**src/rtl/updi_pkg.sv**
```systemverilog
// Shared types for the UPDI transaction controller: interface instruction set,
// request opcodes, response error codes and the controller FSM state.
package updi_pkg;

  typedef enum logic [2:0] {
    UPDI_LDS    = 3'd0,
    UPDI_STS    = 3'd1,
    UPDI_LD     = 3'd2,
    UPDI_ST     = 3'd3,
    UPDI_LDCS   = 3'd4,
    UPDI_STCS   = 3'd5,
    UPDI_REPEAT = 3'd6,
    UPDI_KEY    = 3'd7
  } updi_instruction;

  typedef enum logic [1:0] {
    OP_LDCS = 2'd0,
    OP_STCS = 2'd1,
    OP_LDS  = 2'd2,
    OP_STS  = 2'd3
  } updi_txn_op_t;

  typedef enum logic [1:0] {
    ERR_OK      = 2'd0,
    ERR_ACK_ERR = 2'd1,
    ERR_TIMEOUT = 2'd2
  } updi_txn_err_t;

  typedef enum logic [3:0] {
    ST_IDLE,
    ST_SETUP,
    ST_TX_START,
    ST_TX_WAIT,
    ST_RX_START,
    ST_RX_WAIT,
    ST_POP,
    ST_RESP,
    ST_RETRY_GAP
  } updi_txn_state_t;

  function automatic logic is_load(updi_txn_op_t op);
    return (op == OP_LDCS) || (op == OP_LDS);
  endfunction

endpackage

```
**src/rtl/updi_txn_watchdog.sv**
```systemverilog
// Per-phase watchdog: counts while enabled, clears on demand, flags when the
// count reaches LIMIT-1 and then holds there.
module updi_txn_watchdog #(
  parameter int LIMIT = 100000,
  parameter int CW    = $clog2(LIMIT + 1)
) (
  input  logic          clk,
  input  logic          rst,
  input  logic          clr,
  input  logic          en,
  output logic [CW-1:0] count,
  output logic          expired
);

  logic [CW-1:0] count_q, count_d;

  assign expired = (count_q == CW'(LIMIT - 1));
  assign count   = count_q;

  always_comb begin
    count_d = count_q;
    if (clr)                 count_d = '0;
    else if (en && !expired) count_d = count_q + 1'b1;
  end

  always_ff @(posedge clk or posedge rst) begin
    if (rst) count_q <= '0;
    else     count_q <= count_d;
  end

endmodule

```
**src/rtl/updi_txn_controller.sv**
```systemverilog
// Runs one LDCS/STCS/LDS/STS transaction at a time on the UPDI interface.
// Define UPDI_TXN_RETRY_EN to retry failed transactions up to two extra times.
module updi_txn_controller
  import updi_pkg::*;
#(
  parameter int MAX_DATA_SIZE  = 16,
  parameter int DATA_ADDR_BITS = $clog2(MAX_DATA_SIZE),
  parameter int TIMEOUT_CYCLES = 100000
) (
  input  logic                               clk,
  input  logic                               rst,
  input  logic                               req_valid,
  output logic                               req_ready,
  input  logic [1:0]                         req_op,
  input  logic [15:0]                        req_addr,
  input  logic [7:0]                         req_wdata,
  output logic                               rsp_valid,
  output logic [7:0]                         rsp_rdata,
  output logic [1:0]                         rsp_err,
  output logic                               instr_converter_en,
  output updi_instruction                    instruction,
  output logic [1:0]                         size_a,
  output logic [1:0]                         size_b,
  output logic [1:0]                         ptr,
  output logic [1:0]                         size_c,
  output logic [3:0]                         cs_addr,
  output logic                               sib,
  output logic [MAX_DATA_SIZE-1:0][7:0]      data,
  output logic [DATA_ADDR_BITS:0]            data_len,
  output logic [MAX_DATA_SIZE-1:0]           wait_ack_after,
  output logic                               tx_start,
  input  logic                               tx_ready,
  output logic [DATA_ADDR_BITS-1:0]          rx_n_bytes,
  output logic                               rx_start,
  input  logic                               rx_ready,
  input  logic                               rx_done,
  input  logic                               rx_timeout,
  input  logic                               ack_error,
  input  logic [7:0]                         rx_fifo_data,
  input  logic                               rx_fifo_empty,
  output logic                               rx_fifo_rd_en
);

  localparam int LW   = DATA_ADDR_BITS + 1;
  localparam int WD_W = $clog2(TIMEOUT_CYCLES + 1);

  updi_txn_state_t                  state_q, state_d;
  updi_txn_op_t                     op_q, op_d;
  logic [1:0]                       retry_cnt_q, retry_cnt_d;
  logic                             req_ready_q, req_ready_d;
  logic                             rsp_valid_q, rsp_valid_d;
  logic [7:0]                       rsp_rdata_q, rsp_rdata_d;
  updi_txn_err_t                    rsp_err_q, rsp_err_d;
  logic                             instr_en_q, instr_en_d;
  updi_instruction                  instruction_q, instruction_d;
  logic [1:0]                       size_a_q, size_a_d;
  logic [3:0]                       cs_addr_q, cs_addr_d;
  logic [MAX_DATA_SIZE-1:0][7:0]    data_q, data_d;
  logic [LW-1:0]                    data_len_q, data_len_d;
  logic [MAX_DATA_SIZE-1:0]         mask_q, mask_d;
  logic [DATA_ADDR_BITS-1:0]        rx_n_bytes_q, rx_n_bytes_d;
  logic                             tx_start_q, tx_start_d;
  logic                             rx_start_q, rx_start_d;
  logic                             rd_en_q, rd_en_d;

  logic            accept, watched, err_hit, wd_expired;
  updi_txn_err_t   err_code;
  logic [WD_W-1:0] wd_count;

  assign accept  = req_valid && req_ready_q;
  assign watched = (state_q == ST_TX_START) || (state_q == ST_TX_WAIT) ||
                   (state_q == ST_RX_START) || (state_q == ST_RX_WAIT) ||
                   (state_q == ST_POP);

  updi_txn_watchdog #(.LIMIT(TIMEOUT_CYCLES), .CW(WD_W)) u_watchdog (
    .clk     (clk),
    .rst     (rst),
    .clr     (state_d != state_q),
    .en      (watched || (state_q == ST_RETRY_GAP)),
    .count   (wd_count),
    .expired (wd_expired)
  );

  // NOTE: every _d gets a default before the case so no path infers a latch.
  always_comb begin
    state_d       = state_q;
    op_d          = op_q;
    retry_cnt_d   = retry_cnt_q;
    rsp_rdata_d   = rsp_rdata_q;
    rsp_err_d     = rsp_err_q;
    instruction_d = instruction_q;
    size_a_d      = size_a_q;
    cs_addr_d     = cs_addr_q;
    data_d        = data_q;
    data_len_d    = data_len_q;
    mask_d        = mask_q;
    rx_n_bytes_d  = rx_n_bytes_q;
    tx_start_d    = 1'b0;
    rx_start_d    = 1'b0;
    rd_en_d       = 1'b0;
    err_hit       = 1'b0;
    err_code      = ERR_OK;

    case (state_q)
      ST_IDLE: if (accept) begin
        // The whole interface setup is derived here and held across retries.
        op_d          = updi_txn_op_t'(req_op);
        retry_cnt_d   = 2'd0;
        size_a_d      = 2'd0;
        cs_addr_d     = 4'd0;
        data_d        = '0;
        data_len_d    = '0;
        mask_d        = '0;
        rx_n_bytes_d  = '0;
        state_d       = ST_SETUP;
        case (updi_txn_op_t'(req_op))
          OP_LDCS: begin
            instruction_d = UPDI_LDCS;
            cs_addr_d     = req_addr[3:0];
            rx_n_bytes_d  = DATA_ADDR_BITS'(1);
          end
          OP_STCS: begin
            instruction_d = UPDI_STCS;
            cs_addr_d     = req_addr[3:0];
            data_d[0]     = req_wdata;
            data_len_d    = LW'(1);
          end
          OP_LDS: begin
            instruction_d = UPDI_LDS;
            size_a_d      = 2'd1;
            data_d[0]     = req_addr[7:0];
            data_d[1]     = req_addr[15:8];
            data_len_d    = LW'(2);
            rx_n_bytes_d  = DATA_ADDR_BITS'(1);
          end
          default: begin
            instruction_d = UPDI_STS;
            size_a_d      = 2'd1;
            data_d[0]     = req_addr[7:0];
            data_d[1]     = req_addr[15:8];
            data_d[2]     = req_wdata;
            data_len_d    = LW'(3);
            mask_d        = MAX_DATA_SIZE'(3'b110);
          end
        endcase
      end
      ST_SETUP: state_d = ST_TX_START;
      ST_TX_START: if (tx_ready) begin
        tx_start_d = 1'b1;
        rx_start_d = |mask_q;
        state_d    = ST_TX_WAIT;
      end
      ST_TX_WAIT: if (tx_ready && !tx_start_q) begin
        if (is_load(op_q))  state_d = ST_RX_START;
        else if (|mask_q)   state_d = ST_RX_WAIT;
        else begin
          state_d     = ST_RESP;
          rsp_err_d   = ERR_OK;
          rsp_rdata_d = 8'h00;
        end
      end
      ST_RX_START: if (rx_ready) begin
        rx_start_d = 1'b1;
        state_d    = ST_RX_WAIT;
      end
      ST_RX_WAIT: if (!rx_start_q) begin
        if (ack_error) begin
          err_hit  = 1'b1;
          err_code = ERR_ACK_ERR;
        end else if (rx_timeout) begin
          err_hit  = 1'b1;
          err_code = ERR_TIMEOUT;
        end else if (rx_done) begin
          if (is_load(op_q)) state_d = ST_POP;
          else begin
            state_d     = ST_RESP;
            rsp_err_d   = ERR_OK;
            rsp_rdata_d = 8'h00;
          end
        end
      end
      ST_POP: if (!rx_fifo_empty) begin
        rd_en_d     = 1'b1;
        rsp_rdata_d = rx_fifo_data;
        rsp_err_d   = ERR_OK;
        state_d     = ST_RESP;
      end
      ST_RESP:      state_d = ST_IDLE;
      ST_RETRY_GAP: if (wd_count == WD_W'(2)) state_d = ST_SETUP;
      default:      state_d = ST_IDLE;
    endcase

    if (watched && wd_expired) begin
      err_hit    = 1'b1;
      err_code   = ERR_TIMEOUT;
      tx_start_d = 1'b0;
      rx_start_d = 1'b0;
      rd_en_d    = 1'b0;
    end

    if (err_hit) begin
`ifdef UPDI_TXN_RETRY_EN
      if (retry_cnt_q != 2'd2) begin
        retry_cnt_d = retry_cnt_q + 2'd1;
        state_d     = ST_RETRY_GAP;
      end else begin
        state_d     = ST_RESP;
        rsp_err_d   = err_code;
        rsp_rdata_d = 8'h00;
      end
`else
      state_d     = ST_RESP;
      rsp_err_d   = err_code;
      rsp_rdata_d = 8'h00;
`endif
    end

    rsp_valid_d = (state_d == ST_RESP);
    req_ready_d = (state_d == ST_IDLE);
    instr_en_d  = (state_d == ST_SETUP) || (state_d == ST_TX_START) ||
                  (state_d == ST_TX_WAIT);
  end

  // NOTE: sequential state uses <= only, so every flop samples pre-edge values.
  always_ff @(posedge clk or posedge rst) begin
    if (rst) begin
      state_q       <= ST_IDLE;
      op_q          <= OP_LDCS;
      retry_cnt_q   <= 2'd0;
      req_ready_q   <= 1'b1;
      rsp_valid_q   <= 1'b0;
      rsp_rdata_q   <= 8'h00;
      rsp_err_q     <= ERR_OK;
      instr_en_q    <= 1'b0;
      instruction_q <= UPDI_LDS;
      size_a_q      <= 2'd0;
      cs_addr_q     <= 4'd0;
      // NOTE: the TX buffer is a handful of flops driving ports, so it is reset
      // like any other output rather than treated as an uninitialised RAM.
      data_q        <= '0;
      data_len_q    <= '0;
      mask_q        <= '0;
      rx_n_bytes_q  <= '0;
      tx_start_q    <= 1'b0;
      rx_start_q    <= 1'b0;
      rd_en_q       <= 1'b0;
    end else begin
      state_q       <= state_d;
      op_q          <= op_d;
      retry_cnt_q   <= retry_cnt_d;
      req_ready_q   <= req_ready_d;
      rsp_valid_q   <= rsp_valid_d;
      rsp_rdata_q   <= rsp_rdata_d;
      rsp_err_q     <= rsp_err_d;
      instr_en_q    <= instr_en_d;
      instruction_q <= instruction_d;
      size_a_q      <= size_a_d;
      cs_addr_q     <= cs_addr_d;
      data_q        <= data_d;
      data_len_q    <= data_len_d;
      mask_q        <= mask_d;
      rx_n_bytes_q  <= rx_n_bytes_d;
      tx_start_q    <= tx_start_d;
      rx_start_q    <= rx_start_d;
      rd_en_q       <= rd_en_d;
    end
  end

  assign req_ready          = req_ready_q;
  assign rsp_valid          = rsp_valid_q;
  assign rsp_rdata          = rsp_rdata_q;
  assign rsp_err            = rsp_err_q;
  assign instr_converter_en = instr_en_q;
  assign instruction        = instruction_q;
  assign size_a             = size_a_q;
  assign size_b             = 2'd0;
  assign ptr                = 2'd0;
  assign size_c             = 2'd0;
  assign sib                = 1'b0;
  assign cs_addr            = cs_addr_q;
  assign data               = data_q;
  assign data_len           = data_len_q;
  assign wait_ack_after     = mask_q;
  assign rx_n_bytes         = rx_n_bytes_q;
  assign tx_start           = tx_start_q;
  assign rx_start           = rx_start_q;
  assign rx_fifo_rd_en      = rd_en_q;

endmodule

```
**config.mk**
```make
export PLATFORM = sky130hd
export DESIGN_NAME = updi_txn_controller
export DESIGN_NICKNAME = d
export VERILOG_FILES = /design/src/rtl/updi_pkg.sv /design/src/rtl/updi_txn_watchdog.sv /design/src/rtl/updi_txn_controller.sv
export SDC_FILE = /design/constraint.sdc
export NUM_CORES = 1
export LEC_CHECK = 0
export ABC_AREA = 1
export BUFFER_PORTS_ARGS = -buffer_cell sky130_fd_sc_hd__buf_2
export CAP_MARGIN = 30
export CORE_ASPECT_RATIO = 0.9
export CORE_MARGIN = 3
export CORE_UTILIZATION = 42
export DETAILED_ROUTE_END_ITERATION = 7
export PLACE_DENSITY = 0.85
export SLEW_MARGIN = 20
export SYNTH_ARGS = -nofsm -noshare
export SYNTH_HDL_FRONTEND = slang
export SYNTH_SLANG_ARGS = --single-unit
```
**constraint.sdc**
```tcl
create_clock -name clk -period 1.9 [get_ports clk]
set_input_delay 0.095 -clock clk [delete_from_list [all_inputs] [get_ports clk]]
set_output_delay 0.095 -clock clk [all_outputs]
set_load 0.03 [all_outputs]
```
==> flow_summary_export.csv <==
group,metric,value,unit
synth,synth-seq-area-share,39.1,%
power,switching_power,3800,uW
clock_network,cts_tree,"yes",
synth,ys_seq_elements,72,
clock_network,cts_buffer_depth,2,
power,power_per_cell_area,1440,nW/um2
clock_network,clkSlewWorstSetupHoldPaths,0.06,ns
cells_and_area,area_growth_syn_to_layout,19.5,%
grt,antenna_found_initial,0,
synth,synth_area,4610,um2
power,p_int,4150,uW
min_path,hold_depth,2,
synth,yosysTopAreaCell,"dfrtp_1",
timing,setup_viol,8,
timing,drv_slew,0,
place,place_inst,759,
die,die_area,12300,um2
clock_network,root_buffer,"clkbuf_16",
cells_and_area,layout.nets,714,
die,row_count,35,
power,power_frac_clock,19.4,%
timing,skew,0.00890,ns
synth,synthCells,529,
power,swShare,47.8,%
min_path,worstHoldPathType,"input port to flip-flop",
cells_and_area,fin_util,52.6,%
clock_network,cts.sinks,72,
die,die_y,105,um
timing,setup_tns,-0.0603,ns
power,combPwrFrac,50.8,%
power,p_leak,0.00297,uW
cells_and_area,finalInstanceArea,5510,um2
die,die_w,116,um
die,coreArea,10500,um2
routing,drc_errors,0,
timing,fin_crit_sh,101,%
synth,synth_top_area_share,38.5,%
job,maxCapViolations,0,
clock_network,htreeDepth,3,
routing,wirelength,10100,um
clock_network,cts_made_buffers,9,
cells_and_area,diodes,0,
grt,gr-total-overflow,0,
place,port_buffers,94,
routing,ant_nets,0,
grt,grt_pass1_wl,15600,um
die,io_pins,228,
outcome,outcome,"finished with violations",
place,place_congestion,0.877,
grt,track_usage,15.9,%
place,dp_hpwl,7520,um
setup_path,startpoint_type,"flip-flop",
setup_path,required,2.11,ns
grt,grt_max_degree,50,
synth,ys_warn_count,0,
routing,vias,3538,
timing,worst_slew_pin_slew,0.537,ns
setup_path,path_max_fanout,7,
clock_network,insertion_delay,0.33,ns
grt,grt_pass1_vias,3254,
setup_path,crit_type,"flip-flop to flip-flop",
timing,layout_setup_ws,-0.0110,ns
routing,wire_per_inst,12.5,um
setup_path,endpoint_kind,"flip-flop",
cells_and_area,layout-drive-gt1-share,31.3,%
timing,timing.fmax,523,MHz
cells_and_area,finalNonFillerCells,803,
place,place_area,4860,um2
power,seqPwrFrac,29.9,%
routing,via_per_inst,4.41,
timing,rsz0062_at_grt,"true",
die,start_util,44.0,%
timing,finalHoldViolations,0,
routing,drtPass1Iterations,5,
synth,ys_types,38,
power,peakVddDrop,943,uV
synth,syn_avg_cell_area,8.71,um2
timing,finalCriticalPeriod,1.91,ns
setup_path,r2r_cells,14,
outcome,violations,"setup timing",
routing,drt_iter0_drc,139,
synth,synth_area_leaders,"dfrtp_1, buf_4, nand2_1, nand3_1, nor2_4",
timing,max_slew_margin,64.1,%
setup_path,crit_arrival,2.12,ns
-- registers in the layout, summed over array words and instances (netlist names) --
signal and cells:
data 24, op_q 1, instr_converter_en 1, rx_fifo_rd_en 1
cs_addr 4, rx_start 1, wait_ack_after 1, state_q 4
tx_start 1, u_watchdog.count 17, rsp_valid 1, rsp_err 2
rx_n_bytes 1, rsp_rdata 8, size_a 1, req_ready 1
instruction 1, data_len 2
-- cells in the mapped netlist (all sizes together) --
| cell type | count |
|---|---|
| buf | 137 |
| nand2 | 87 |
| dfrtp | 71 |
| nor2 | 56 |
| nand3 | 51 |
| inv | 49 |
| o21ai | 11 |
| xor2 | 11 |
| a22o | 8 |
| a32o | 8 |
| clkbuf | 8 |
| nand4 | 8 |
| o211ai | 4 |
| a21oi | 3 |
| ha | 2 |
| nor3 | 2 |
| o21a | 2 |
| or2 | 2 |
| xnor2 | 2 |
| a31oi | 1 |
| conb | 1 |
| dfstp | 1 |
| nand3b | 1 |
| o22ai | 1 |
| o311ai | 1 |
| o31ai | 1 |
-- metal layers --
| metal | global-route usage (%) | routed length (um) |
|---|---|---|
| met1 | 20.7 | 4020 |
| met2 | 25.0 | 5020 |
| met3 | 5.86 | 890 |
| met4 | 4.06 | 133 |
| met5 | 0 | 0 |
-- logic make-up (layout without fill, tap and decap cells) --
| family | Yosys count | count (layout) | synth area share (%) |
|---|---|---|---|
| AO/OA/AOI/OAI | 40 | 40 | 6.38 |
| XOR/XNOR | 13 | 13 | 2.47 |
| adder cells (fa/ha/maj) | 2 | 2 | 0.543 |
| buffers and inverters | 194 | 207 | 27.1 |
| flip-flops | 72 | 72 | 39.1 |
| other | 1 | 133 | 0.0814 |
| AND/OR/NAND/NOR | 207 | 207 | 24.3 |
-- layout by cell type, fill, tap and decap left out, types with 3 or more instances in the layout --
cell type      instances
clkinvlp_4             4
nand2_1               69
nand3_1               45
nor2_2                 5
a32o_1                 8
dlygate4sd3_1         22
nand3_2                4
buf_4                 22
xor2_1                10
nor2_4                22
inv_1                 40
clkbuf_16              9
nand2_2               16
a22o_1                 8
buf_12                 3
conb_1               133
nand4_1                7
inv_2                  7
nor2_1                27
o21ai_0                9
dfrtp_1               66
o211ai_1               4
dfrtp_2                5
buf_2                 94
-- path summary, 6_finish.rpt --
kind,from,endpoint,slack (ns)
setup / recovery,u_watchdog.count[1],u_watchdog.count[9],-0.01
hold / removal,ack_error,rsp_err[1],0.02
setup reg to reg,u_watchdog.count[1],u_watchdog.count[9],-0.01
hold reg to reg,cs_addr[2],cs_addr[2],0.48
max in group asynchronous,rst,req_ready,0.89
min in group asynchronous,rst,rx_fifo_rd_en,0.36
-- timing repair --
item | in CTS | in global routing
hold buffers | 22 | 0
setup buffers | 0 | 6
endpoints found under the setup margin | 0 | 25
hold endpoints to repair | 43 | 0
gates resized for setup | 0 | 31
-- worst max-delay path, cell delays in order, from the launching register on --
cell     delay [ns]
dfrtp_1        0.36
ha_2           0.19
nand2_2        0.07
nor2_4         0.17
buf_6          0.13
nand3_4        0.11
nor2_8         0.16
nor2_8         0.05
nand2_2        0.07
nand2_2        0.06
nand2_2        0.09
nor2_4         0.05
nand2_4        0.10
buf_12         0.16
nor2_4         0.03
-- through the flow --
stage                     power, uW  worst slack (ns)  hold slack, ns
after floorplan                5410            0.0319           0.228
after global placement         6170            0.0808           0.170
after detailed placement       6230            0.0297           0.175
after CTS                      7850           0.00482          0.0120
after global routing           8430            -0.110          0.0212
final                          7950           -0.0110          0.0214
-- layout make-up --
class / count / area, um2
Clock buffer: 10 / 229
Sequential cell: 72 / 1810
Timing Repair Buffer: 142 / 927
Fill cell: 915 / 4960
Tap cell: 129 / 161
Clock inverter: 6 / 45.0
Inverter: 49 / 190
Multi-Input combinational cell: 395 / 2140
-- power by group through the flow --
stage               clock network, uW  logic, uW  registers [uW]
CTS                              1590       3910            2350
global placement                    0       3810            2360
finish                           1540       4030            2380
detailed placement                  0       3880            2360
global route                     1660       4340            2440
floorplan                           0       2220            3200
(Power assumes the default switching activity.)
